`src/rtl/uart_tx_fifo.sv`:
```
// Byte FIFO feeding a UART transmitter through its tx_en/tx_data/tx_busy handshake.
// Producers push at up to one byte per cycle; frames are launched one at a time.
module uart_tx_fifo #(
    parameter int DEPTH_LOG2 = 4
) (
    input  logic                  sys_clk,
    input  logic                  sys_rst_n,
    input  logic                  wr_en,
    input  logic [7:0]            wr_data,
    output logic                  full,
    output logic                  empty,
    output logic [DEPTH_LOG2:0]   level,
    output logic                  overflow,
    input  logic                  overflow_clear,
    output logic                  drained,
    output logic                  tx_en,
    output logic [7:0]            tx_data,
    input  logic                  tx_busy
);

    localparam int DEPTH = 1 << DEPTH_LOG2;

    localparam logic [1:0] ST_IDLE      = 2'd0;
    localparam logic [1:0] ST_LAUNCH    = 2'd1;
    localparam logic [1:0] ST_WAIT_DONE = 2'd2;

    localparam logic [DEPTH_LOG2-1:0] PTR_ONE  = (DEPTH_LOG2)'(1'b1);
    localparam logic [DEPTH_LOG2:0]   LVL_ONE  = (DEPTH_LOG2+1)'(1'b1);
    localparam logic [DEPTH_LOG2:0]   LVL_ZERO = (DEPTH_LOG2+1)'(1'b0);
    localparam logic [DEPTH_LOG2:0]   LVL_FULL = {1'b1, {DEPTH_LOG2{1'b0}}};

    logic [7:0]            mem_q [DEPTH];
    logic [DEPTH_LOG2-1:0] wr_ptr_q, wr_ptr_d;
    logic [DEPTH_LOG2-1:0] rd_ptr_q, rd_ptr_d;
    logic [DEPTH_LOG2:0]   level_q, level_d;
    logic                  overflow_q, overflow_d;
    logic [1:0]            state_q, state_d;
    logic [7:0]            tx_data_q, tx_data_d;

    logic full_s;
    logic empty_s;
    logic push_s;
    logic drop_s;
    logic pop_s;

    // Status is decoded from the registered level so a push is never poppable in its own cycle.
    assign full_s  = (level_q == LVL_FULL);
    assign empty_s = (level_q == LVL_ZERO);
    assign push_s  = wr_en && !full_s;
    assign drop_s  = wr_en && full_s;
    assign pop_s   = (state_q == ST_IDLE) && !empty_s && !tx_busy;

    // Storage array write port; contents need no reset since level gates every read.
    always_ff @(posedge sys_clk) begin
        if (push_s) begin
            mem_q[wr_ptr_q] <= wr_data;
        end
    end

    // Next-state for pointers, level, overflow flag, launch FSM and output byte.
    always_comb begin
        wr_ptr_d   = wr_ptr_q;
        rd_ptr_d   = rd_ptr_q;
        level_d    = level_q;
        overflow_d = overflow_q;
        state_d    = state_q;
        tx_data_d  = tx_data_q;

        if (push_s) begin
            wr_ptr_d = wr_ptr_q + PTR_ONE;
        end else begin
            wr_ptr_d = wr_ptr_q;
        end

        if (pop_s) begin
            rd_ptr_d  = rd_ptr_q + PTR_ONE;
            tx_data_d = mem_q[rd_ptr_q];
        end else begin
            rd_ptr_d  = rd_ptr_q;
            tx_data_d = tx_data_q;
        end

        case ({push_s, pop_s})
            2'b10:   level_d = level_q + LVL_ONE;
            2'b01:   level_d = level_q - LVL_ONE;
            default: level_d = level_q;
        endcase

        // A dropped push outranks a simultaneous clear so no loss goes unreported.
        if (drop_s) begin
            overflow_d = 1'b1;
        end else if (overflow_clear) begin
            overflow_d = 1'b0;
        end else begin
            overflow_d = overflow_q;
        end

        case (state_q)
            ST_IDLE: begin
                if (pop_s) begin
                    state_d = ST_LAUNCH;
                end else begin
                    state_d = ST_IDLE;
                end
            end
            ST_LAUNCH: begin
                if (tx_busy) begin
                    state_d = ST_WAIT_DONE;
                end else begin
                    state_d = ST_LAUNCH;
                end
            end
            ST_WAIT_DONE: begin
                if (!tx_busy) begin
                    state_d = ST_IDLE;
                end else begin
                    state_d = ST_WAIT_DONE;
                end
            end
            default: state_d = ST_IDLE;
        endcase
    end

    // State registers with asynchronous clear.
    always_ff @(posedge sys_clk or negedge sys_rst_n) begin
        if (!sys_rst_n) begin
            wr_ptr_q   <= '0;
            rd_ptr_q   <= '0;
            level_q    <= '0;
            overflow_q <= 1'b0;
            state_q    <= ST_IDLE;
            tx_data_q  <= 8'h00;
        end else begin
            wr_ptr_q   <= wr_ptr_d;
            rd_ptr_q   <= rd_ptr_d;
            level_q    <= level_d;
            overflow_q <= overflow_d;
            state_q    <= state_d;
            tx_data_q  <= tx_data_d;
        end
    end

    assign full     = full_s;
    assign empty    = empty_s;
    assign level    = level_q;
    assign overflow = overflow_q;
    assign tx_en    = (state_q == ST_LAUNCH);
    assign tx_data  = tx_data_q;
    assign drained  = empty_s && (state_q == ST_IDLE) && !tx_busy;

endmodule

```
`config.mk`:
```
export PLATFORM = sky130hd
export DESIGN_NAME = uart_tx_fifo
export DESIGN_NICKNAME = d
export VERILOG_FILES = /design/src/rtl/uart_tx_fifo.sv
export SDC_FILE = /design/constraint.sdc
export NUM_CORES = 1
export LEC_CHECK = 0
export CAP_MARGIN = 40
export CORE_MARGIN = 2
export CORE_UTILIZATION = 64
export CTS_CLUSTER_SIZE = 24
export DETAILED_ROUTE_END_ITERATION = 10
export GPL_ROUTABILITY_DRIVEN = 0
export GPL_TIMING_DRIVEN = 0
export PLACE_DENSITY = 0.82
export SYNTH_ARGS = -nofsm -noshare
export SYNTH_HDL_FRONTEND = slang
export SYNTH_SLANG_ARGS = --single-unit
```
`constraint.sdc`:
```
create_clock -name sys_clk -period 7.9 [get_ports sys_clk]
set_input_delay 2.37 -clock sys_clk [delete_from_list [all_inputs] [get_ports sys_clk]]
set_output_delay 2.37 -clock sys_clk [all_outputs]
set_load 0.02 [all_outputs]
```
==> impl_metrics.env <==
export IMPL_cts_root_buf="clkbuf_8"
export IMPL_startpoint="tx_busy"
export IMPL_syn_to_final_growth_pct=18.6
export IMPL_hold_viol=0
export IMPL_seqCellArea_um2=4440
export IMPL_grt_pass1_vias=3409
export IMPL_ys_warn_count=0
export IMPL_cts_resized=0
export IMPL_start_util_pct=66.3
export IMPL_met2_usage_pct=45.1
export IMPL_hpwlAfterDp_mm=7.97
export IMPL_drv_cap=0
export IMPL_fin_worst_skew_ps=9.78
export IMPL_syn_num_nets=345
export IMPL_chipHeight_um=102
export IMPL_track_usage_pct=28.0
export IMPL_fill_cells=493
export IMPL_die_area_um2=10400
export IMPL_syn_cell_area_um2=6160
export IMPL_required_ps=5530
export IMPL_max_slew_margin_pct=43.0
export IMPL_nets=399
export IMPL_status="complete, no violations"
export IMPL_tns_ps=0
export IMPL_cts_sinks=152
export IMPL_drc_errors=0
export IMPL_postPlaceCellArea_um2=6660
export IMPL_met1_usage_pct=35.7
export IMPL_timing_final_crit_period_ps=6270
export IMPL_ys_types=38
export IMPL_vias=3359
export IMPL_cts_setup_buffers=0
export IMPL_reg2regPathDepth=12
export IMPL_drive_above_1_share_pct=20.7
export IMPL_clkTransAtPathRegs_ps=70
export IMPL_drt_pass1_iterations=5
export IMPL_cts_buffers=17
export IMPL_rsz0062_at_grt="no"
export IMPL_max_freq_mhz=159
export IMPL_ys_seq_elements=152
export IMPL_r2r_start="level[1]"
export IMPL_grt_pass1_wl_mm=19.9
export IMPL_r2r_slack_ps=4630
export IMPL_ys_seq_area_share_pct=72.2
export IMPL_via_per_inst=6.46
export IMPL_grtUsageMet3_pct=9.17
export IMPL_layout_cells_non_filler=520
export IMPL_totalWireLength_mm=13.3
export IMPL_ant_nets=0
export IMPL_yosys_most_used_dff="edfxtp_1"
export IMPL_wl_per_cell_um=25.6
export IMPL_diodes=0
export IMPL_avgSynthCellArea_um2=19.0
export IMPL_final_cell_area_um2=7310
export IMPL_arrival_ps=3900
export IMPL_clock_latency_ps=530
export IMPL_finalSetupViolations=0
export IMPL_p_leak_uw=0.00255
export IMPL_grt_overflow=0
export IMPL_hold_path_cell_count=1
export IMPL_power_density_nw_per_um2=382
export IMPL_hold_path_class="reg2reg"
export IMPL_busiest_layer="met2"
export IMPL_drtIter0Drc=356
export IMPL_cts_htree_levels=4
export IMPL_core_area_um2=9280
export IMPL_crit_end="drained"
export IMPL_die_x_um=102
export IMPL_ios=31
export IMPL_clockBufferDepth=2
export IMPL_rr_endpoint="level[4]"
export IMPL_syn_inst=324
export IMPL_worstSetupPathType="in2out"
export IMPL_critPathMaxFanout=3
export IMPL_slew_viol_final=0
export IMPL_synthArstFlopShare_pct=15.8
export IMPL_synth_edff_count=128
export IMPL_cts_tree="yes"
export IMPL_dp_cells=488
export IMPL_grt_max_degree=17
export IMPL_startpoint_type="primary input"
export IMPL_worst_pin_slew_ps=852
export IMPL_antenna_found_initial=0
export IMPL_cts_hold_buf=0
export IMPL_cp_end_kind="output pin"
export IMPL_ir_drop_mv=0.200
export IMPL_multi_input_area_um2=1580
export IMPL_finalCritPeriodShare_pct=79.4
export IMPL_num_rows=35
export IMPL_portBuffers=30
==> worst min-delay path by stage <==
stage,startpoint,endpoint,slack [ps]
3_5_place_dp,state_q[1],state_q[0],480
2_1_floorplan,state_q[1],state_q[0],440
3_3_place_gp,state_q[1],state_q[0],450
4_1_cts,state_q[1],state_q[0],480
6_report,state_q[1],state_q[0],480
5_1_grt,state_q[1],state_q[0],510
==> final cells by class <==
class / count / area share [%]
repair buffers: 35 / 4.66
well taps: 129 / 2.21
clock inverters: 15 / 3.15
multi-input cells: 148 / 21.7
inverters: 7 / 0.360
plain buffers: 17 / 1.44
flip-flops and latches: 152 / 60.8
clock buffers: 17 / 5.67
==> state kept, by name, summed over array words and instances, names as in the netlist <==
name,count
mem_q,128
rd_ptr_q,4
level,5
tx_data,8
state_q,2
wr_ptr_q,4
overflow,1
==> cell usage in the layout (no fill, tap or decap), types with 8 or more instances in the layout <==
cell	netlist	routed
edfxtp_1	128	128
mux2_2	10	10
dfrtp_1	24	24
a21oi_1	11	11
nor2_1	16	16
mux4_1	13	13
clkbuf_16	0	16
mux4_2	19	19
o22ai_1	17	17
ha_1	8	8
nand2_1	9	9
clkdlybuf4s50_1	0	30
==> power by group <==
group          switching [µW]  total (µW)  internal [µW]  leakage (µW)
clock network             350         878            528      0.000313
logic                     467         855            388      0.000795
registers                65.4        1060            996       0.00144
==> cell families (layout without fill, tap and decap cells) <==
group                      after synthesis  count (layout)  share of synthesized area, %
and+or+nand+nor                         47              47                          3.96
buffers and inverters                   24              91                          2.13
AOI/OAI and AO/OA                       39              39                          4.08
adders and majority gates                8               8                          1.63
muxes                                   43              43                          14.5
DFF                                    152             152                          72.2
xor gates and xnor gates                11              11                          1.56
==> per-stage QoR <==
| step | utilization [%] | power [µW] | worst slack (ps) | hold WS (ps) |
|---|---|---|---|---|
| 2_1_floorplan | - | 1620 | 2530 | 440 |
| 3_3_place_gp | 71.3 | 1860 | 1660 | 454 |
| 3_5_place_dp | 71.8 | 1900 | 1640 | 479 |
| 4_1_cts | 78.7 | 2790 | 1630 | 485 |
| 5_1_grt | 78.7 | 2890 | 1550 | 514 |
| 6_report | 78.7 | 2790 | 1630 | 483 |
==> cells in the mapped netlist, types with 2 or more instances <==
master	count	area, µm²
buf_6	4	45.0
a22oi_1	2	15.0
or2_2	2	12.5
nand2b_1	4	25.0
a21oi_1	11	55.1
inv_1	7	26.3
a21o_1	2	15.0
xor2_1	4	35.0
mux4_1	13	342
xnor2_1	7	61.3
ha_1	8	100
nor2_1	16	60.1
nand2_1	9	33.8
edfxtp_1	128	3840
nor3_1	6	30.0
mux2_2	10	113
nor2b_1	3	18.8
clkbuf_1	4	15.0
o22ai_1	17	106
dfrtp_1	24	601
buf_1	2	7.51
nand4_1	2	12.5
nor4b_1	2	17.5
buf_2	5	25.0
mux4_2	19	428
==> worst max-delay path, stage by stage <==
cell	delay, ps
clkdlybuf4s50_1	440
or3_1	380
nor2_1	110
clkdlybuf4s50_1	600
==> metal layers <==
layer	wire length (µm)	share of wire, %	vias up
met4	361	2.7	0
met3	1150	8.7	34
li1	-	-	1413
met5	0	0	-
met2	6820	51	200
met1	4970	37	1712
Power figures use the tool's default switching activity.
